`src/rtl/seg_scan_driver.sv`:
```
// rtl/seg_scan_driver.sv - 8-digit multiplexed 7-segment driver with frame latch and blanking gap
// Optional per-digit blinking is enabled by defining SEG_BLINK_EN.
module seg_scan_driver #(
    parameter int CLK_HZ    = 100_000_000,
    parameter int SCAN_HZ   = 1_000,
    parameter int BLANK_CYC = 16,
    parameter int BLINK_HZ  = 2
) (
    input  logic       clk,
    input  logic       rst,
    input  logic [4:0] p0,
    input  logic [4:0] p1,
    input  logic [4:0] p2,
    input  logic [4:0] p3,
    input  logic [4:0] p4,
    input  logic [4:0] p5,
    input  logic [4:0] p6,
    input  logic [4:0] p7,
    input  logic [7:0] blink,
    output logic [7:0] tub_sel,
    output logic [7:0] seg_l,
    output logic [7:0] seg_r
);
    localparam int SLOT = CLK_HZ / SCAN_HZ;
    localparam int CW   = (SLOT > 1) ? $clog2(SLOT) : 1;
    localparam logic [CW-1:0] SLOT_LAST = CW'(SLOT - 1);
    localparam logic [CW-1:0] BLANK_V   = CW'(BLANK_CYC);

    logic [CW-1:0] cnt;
    logic [2:0]    idx;
    logic [4:0]    lat [8];
    logic [4:0]    pin [8];
    logic          end_slot;
    logic          end_frame;
    logic          hide;

    assign pin       = '{p0, p1, p2, p3, p4, p5, p6, p7};
    assign end_slot  = (cnt == SLOT_LAST);
    assign end_frame = end_slot && (idx == 3'd7);

    function automatic logic [7:0] dec(input logic [4:0] code);
        case (code)
            5'd0:    dec = 8'hFC;
            5'd1:    dec = 8'h60;
            5'd2:    dec = 8'hDA;
            5'd3:    dec = 8'hF2;
            5'd4:    dec = 8'h66;
            5'd5:    dec = 8'hB6;
            5'd6:    dec = 8'hBE;
            5'd7:    dec = 8'hE0;
            5'd8:    dec = 8'hFE;
            5'd9:    dec = 8'hF6;
            5'd10:   dec = 8'hEE;
            5'd11:   dec = 8'h3E;
            5'd12:   dec = 8'h9C;
            5'd13:   dec = 8'h7A;
            5'd14:   dec = 8'h9E;
            5'd15:   dec = 8'h8E;
            5'd16:   dec = 8'hBC;
            5'd17:   dec = 8'hFC;
            5'd18:   dec = 8'hB6;
            5'd19:   dec = 8'h1C;
            5'd20:   dec = 8'hCE;
            5'd21:   dec = 8'h7C;
            5'd22:   dec = 8'h6E;
            5'd23:   dec = 8'h02;
            default: dec = 8'h00;
        endcase
    endfunction

    always_ff @(posedge clk) begin
        if (rst) begin
            cnt <= '0;
            idx <= 3'd0;
        end else if (end_slot) begin
            cnt <= '0;
            idx <= idx + 3'd1;
        end else begin
            cnt <= cnt + 1'b1;
        end
    end

    // New codes are only taken at the frame boundary so a frame never mixes old and new digits.
    always_ff @(posedge clk) begin
        for (int k = 0; k < 8; k++) begin
            if (rst)
                lat[k] <= 5'd31;
            else if (end_frame)
                lat[k] <= pin[k];
        end
    end

`ifdef SEG_BLINK_EN
    localparam int HALF = CLK_HZ / (2 * BLINK_HZ);
    localparam int BW   = (HALF > 1) ? $clog2(HALF) : 1;
    localparam logic [BW-1:0] HALF_LAST = BW'(HALF - 1);

    logic [BW-1:0] bcnt;
    logic          phase;
    logic [7:0]    blat;

    always_ff @(posedge clk) begin
        if (rst) begin
            bcnt  <= '0;
            phase <= 1'b0;
            blat  <= 8'h00;
        end else begin
            if (bcnt == HALF_LAST) begin
                bcnt  <= '0;
                phase <= ~phase;
            end else begin
                bcnt <= bcnt + 1'b1;
            end
            if (end_frame)
                blat <= blink;
        end
    end

    assign hide = phase && blat[idx];
`else
    logic unused_blink;
    assign unused_blink = ^blink;
    assign hide         = 1'b0;
`endif

    always_ff @(posedge clk) begin
        if (rst) begin
            tub_sel <= 8'h00;
            seg_l   <= 8'h00;
            seg_r   <= 8'h00;
        end else begin
            tub_sel <= 8'h00;
            seg_l   <= 8'h00;
            seg_r   <= 8'h00;
            if (cnt >= BLANK_V && !hide) begin
                tub_sel <= 8'd1 << idx;
                if (!idx[2])
                    seg_l <= dec(lat[idx]);
                else
                    seg_r <= dec(lat[idx]);
            end
        end
    end
endmodule
```
`config.mk`:
```
export PLATFORM = sky130hd
export DESIGN_NAME = seg_scan_driver
export DESIGN_NICKNAME = d
export VERILOG_FILES = /design/src/rtl/seg_scan_driver.sv
export SDC_FILE = /design/constraint.sdc
export NUM_CORES = 1
export LEC_CHECK = 0
export ABC_CLOCK_PERIOD_IN_PS = 5100
export BUFFER_PORTS_ARGS = -buffer_cell sky130_fd_sc_hd__buf_4
export CAP_MARGIN = 20
export CORE_MARGIN = 8
export CORE_UTILIZATION = 40
export DETAILED_ROUTE_END_ITERATION = 16
export SLEW_MARGIN = 5
export SYNTH_ARGS = -nofsm -noshare
export SYNTH_HDL_FRONTEND = slang
export SYNTH_SLANG_ARGS = --single-unit
```
`constraint.sdc`:
```
create_clock -name clk -period 5.1 [get_ports clk]
set_input_delay 0.765 -clock clk [delete_from_list [all_inputs] [get_ports clk]]
set_output_delay 0.765 -clock clk [all_outputs]
set_load 0.005 [all_outputs]
```
-- Word level (Yosys, flattened, before mapping)
Memory sizes are Yosys's and may differ from the RTL's. A register that Yosys moved wholly into a read port is not among the register bits.
Index checks and enable logic that the tools add are counted.
- bits in latches: 0
- memory bits (read-only): 448
- register bits after elaboration: 44
- logic and storage cells: 44
- bits in writable memories: 40
- memories kept: 3
- div/mod/pow operators: 0
- reduce and logical (&&, ||, !) cells: 5
- shift-type cells: 1
- magnitude comparators: 1
- mux-type cells: 15
- multiply operators: 0
- add/subtract/negate cells: 2
- equal/unequal tests: 2
- bitwise logic cells: 10
- memory list (memory ; depth ; width ; rd ports ; clocked after Yosys merged registers in ; wr ports ; RTL line ; RTL):
    (no name shown) ; 32 ; 7 ; 1 ; 1 ; 0 ; 42 ; case (code)
    (no name shown) ; 32 ; 7 ; 1 ; 1 ; 0 ; 42 ;
    lat ; 8 ; 5 ; 1 ; 1 ; 8 ; 31 ; logic [4:0] lat [8];
- operators by type and width (operator ; count):
    two-way mux 5 bit ; 8
    adder 17 x 1 -> 17 bit (second input constant) ; 1
    equality test 17 bit (second input constant) ; 1
    >= comparator 17 x 5 -> 1 bit (second input constant) ; 1
    OR 1 bit ; 8
    << shifter 1 x 3 -> 8 bit (first input constant) ; 1
    two-way mux 3 bit ; 2
    OR reduction 3 bit ; 2
    two-way mux 1 bit ; 5
    OR reduction 2 bit ; 2
    adder 3 x 1 -> 3 bit (second input constant) ; 1
    equality test 3 bit (second input constant) ; 1
    inverter 1 bit ; 2
    logical AND 1 bit ; 1

-- Logic depth before layout (Yosys ltp)
- depth in word-level cells: 6
- mapped depth: 9
- gate-level depth less buffers: 8

-- Worst setup path before layout
OpenSTA, ideal clock, no wires.
- path type: reg2reg
- from: register cnt[14]
- to: memory lat[0][0], enable pin
- buffers on the path: 0
- required time: 4704 ps
- setup time: 396 ps
- cell stages (with the launch flop): 5
- arrival time: 2169 ps
- setup slack: 2535 ps
- cell sequence: dfxtp_1 nor4_1 nand2_1 nor4_2 a21o_1
- RTL lines (what ; RTL line ; RTL):
    start: declaration ; 29 ; logic [CW-1:0] cnt;
    start signal: assignment ; 79 ; cnt <= cnt + 1'b1;
    end: declaration ; 31 ;

==> out/results.ini <==
[floorplanning]
floorplan.initialDensity_pct = 41.1
core.rowCount = 35
chipWidth_um = 113
die-height_um = 113
dieArea_um2 = 12900
top_level_ports = 74
design.core.area_um2 = 9240

[clock_tree]
cts_max_path_buffers = 2
cts_setup_buffers = 0
cts_hold_buffers = 0
cts_buffers = 9
worst_setup_hold_path_clk_slew_ns = 0.09
cts.sink_count = 85
tritoncts = done
cts_resized = 0
ctsHtreeMaxLevel = 3
root_buffer_selected_by_cts = clkbuf_8
clock_latency_ns = 0.34

[hold_path]
min_delay_worst_endpoint = cnt[0]
worst_hold_startpoint = cnt[0]
path_class_of_the_lowest_slack_min_delay_path = flip-flop to flip-flop
min_path_cells = 1

[pwr]
vdd.ir_drop.worst_mv = 0.130
power.static_leakage_nw = 1.55
p_per_area_nw_per_um2 = 287

[synthesis]
async_s_r_ff_share_synth_pct = 0
synth.top_cells.by_area = edfxtp_1 32%, dfxtp_1 24%, nand2b_1 6.9%
synth_top_family_by_area = simple AND/OR/NAND/NOR gates
syn-instance-count = 320
fraction_of_the_mapped_netlist_area_in_compound_gates_pct = 3.89
synthFlopType = dfxtp_1
syn_area_per_cell_um2 = 11.9
mappedNetlistArea_um2 = 3790
synth.mux.area_fraction_pct = 9.73
post-synth-top-area-cell = edfxtp_1
synth.yosys.warnings = 0
synth_top_area_share_pct = 31.7
synth_area_in_adders_pct = 4.62
part_of_the_yosys_area_used_for_sequential_elements_pct = 55.4
postSynthRegisterBits = 85
synth.lib_cells_used.distinct = 46
basic_gate_share_of_the_synthesized_area_counting_and_or_nand_and_nor_cells_pct = 18.9
post_synth_xor_area_fraction_pct = 3.92
synth_enable_flop_cells = 40
cell_with_the_most_instances_after_synthesis = dfxtp_1
synth_common_cells = 45 x dfxtp_1, 42 x nand2b_1, 40 x edfxtp_1

[layout]
postLayoutCellArea_um2 = 4600
n_fill_cell = 851
nets = 446
insertedDiodeCount = 0
share_of_cells_above_drive_strength_1_pct = 25.6
synthToLayoutAreaGrowth_pct = 21.2

[place]
dpl-instance-area_um2 = 4360
detailed_place_hpwl_mm = 5.04
gpl.final_weighted_congestion = 0.812
port-buffer-count = 63

[critical_path]
cp_max_fo = 8
ff2ff_setup_slack_ns = 2.01
crit_required_ns = 5.37
worst_r2r_endpoint = seg_l[7]
reg2reg_depth = 6
timing_worst_setup_path_type = flip-flop to flip-flop
setup.worst_path.end_class = flip-flop
worst_ep_arrival_time_ns = 3.36
setup.worst_path.start_class = flip-flop

[route]
routed_wl_mm = 6.89
detail-route-antenna-nets = 0
routed_wire_length_per_instance_um = 13.4
post_drt_via_cell_ratio = 4.72
drcViolationCount = 0
vias_after_detailed_routing = 2437
detailedRoute.firstIterationViolations = 113
drtPass1Iterations = 4

[grt]
grt.overflow.total = 0
first_global_vias = 2452
grt_first_pass_wirelength_mm = 11.7
pin_count_of_the_biggest_net_entering_global_routing = 41
antenna_found_initial = 0
global_route.usage.total_pct = 11.4

[outcome]
outcome = completed

[timing]
rsz0062_at_grt = no
clock_skew_ns = 0.0130
report.final.setup_viol = 0
report.final.slew_viol_count = 0
fin_tns_setup_ns = 0
headroom_to_the_max_slew_limit_pct = 52.0
worst_slew_pin_slew_ns = 0.720
fmaxAchievable_ghz = 0.324
final.min_clock_period_ns = 3.09
hold_ws_ns = 0.489
report.final.hold_viol_count = 0
period_share_pct = 60.6

[job]
timing.max_cap.violations = 0

-- layer usage --
metal | share of wire [%] | GRT usage (%) | vias to the layer above
li1 | - | - | 1241
met1 | 46 | 14.6 | 1108
met2 | 44 | 17.0 | 77
met3 | 7.3 | 3.49 | 11
met4 | 2.1 | 6.22 | 0
met5 | 0 | 0 | -
-- state kept, by name (all words and copies together) (netlist names), named ones only --
signal and flops:
cnt 17, idx 3, lat 40, seg_l 7
seg_r 7, tub_sel 8
-- critical path: stages, from the launching register on --
cell	delay, ns
dfxtp_1	0.70
mux4_2	0.58
mux2i_1	0.53
inv_1	0.21
ha_1	0.32
or4b_4	0.55
a21oi_1	0.13
-- power by group --
group          switching (W)  leakage, nW  total [W]  internal, W
clock network       0.000234        0.118   0.000560     0.000326
registers         0.00000226        0.637   0.000716     0.000713
logic              0.0000151        0.792  0.0000425    0.0000274
total               0.000252         1.55    0.00132      0.00107
-- layout by cell type, fill, tap and decap left out, drive strengths merged, types with 3 or more instances in the layout --
cell type / n
and2: 6
nand2: 15
clkinv: 3
mux2i: 9
nand2b: 42
bufinv: 3
and3: 6
nor4: 3
a31oi: 4
a21oi: 6
xor2: 6
ha: 14
mux2: 3
buf: 65
mux4: 10
dfxtp: 45
nand3: 8
inv: 11
clkbuf: 10
nor2: 34
xnor2: 11
nand4: 5
nor3: 6
edfxtp: 40
-- per-stage QoR --
step           std cells  total power (W)  setup WS [ns]  utilization, %
2_1_floorplan        321         0.000749           2.54               -
3_3_place_gp         500         0.000774           2.02            47.2
3_5_place_dp         500         0.000775           2.02            47.2
4_1_cts              516          0.00133           1.98            49.7
5_1_grt              516          0.00137           1.77            49.7
6_report             516          0.00132           2.01            49.7
-- area by class of cell --
cell class                 count  area [µm²]  area share [%]
clock buffer                  10         128            2.78
clock inverter                 6         111            2.42
sequential                    85        2100            45.7
tap                          129         161            3.51
timing repair buffer          65         488            10.6
multi-input combinational    210        1570            34.1
inverter                      11        41.3           0.898
-- how the worst max path moves through the flow --
stage | slack, ns | startpoint | cells after the start | endpoint
floorplan | 2.54 | cnt[14] | 4 | lat[0][0]
global placement | 2.02 | flip-flop | 6 | seg_l[7]
detailed placement | 2.02 | flip-flop | 6 | seg_l[7]
CTS | 1.98 | flip-flop | 6 | seg_l[7]
global route | 1.77 | flip-flop | 6 | seg_l[7]
finish | 2.01 | flip-flop | 6 | seg_l[7]
-- kinds of logic (layout without fill, tap and decap cells) --
group	Yosys count	after routing
AND/OR/NAND/NOR	133	133
flip-flops	85	85
buffers and inverters	26	92
AO/OA/AOI/OAI	22	22
multiplexers	22	22
XOR/XNOR	17	17
adder cells (fa/ha/maj)	14	14
other	1	2
Note: power is estimated with default switching activity, not from simulation.
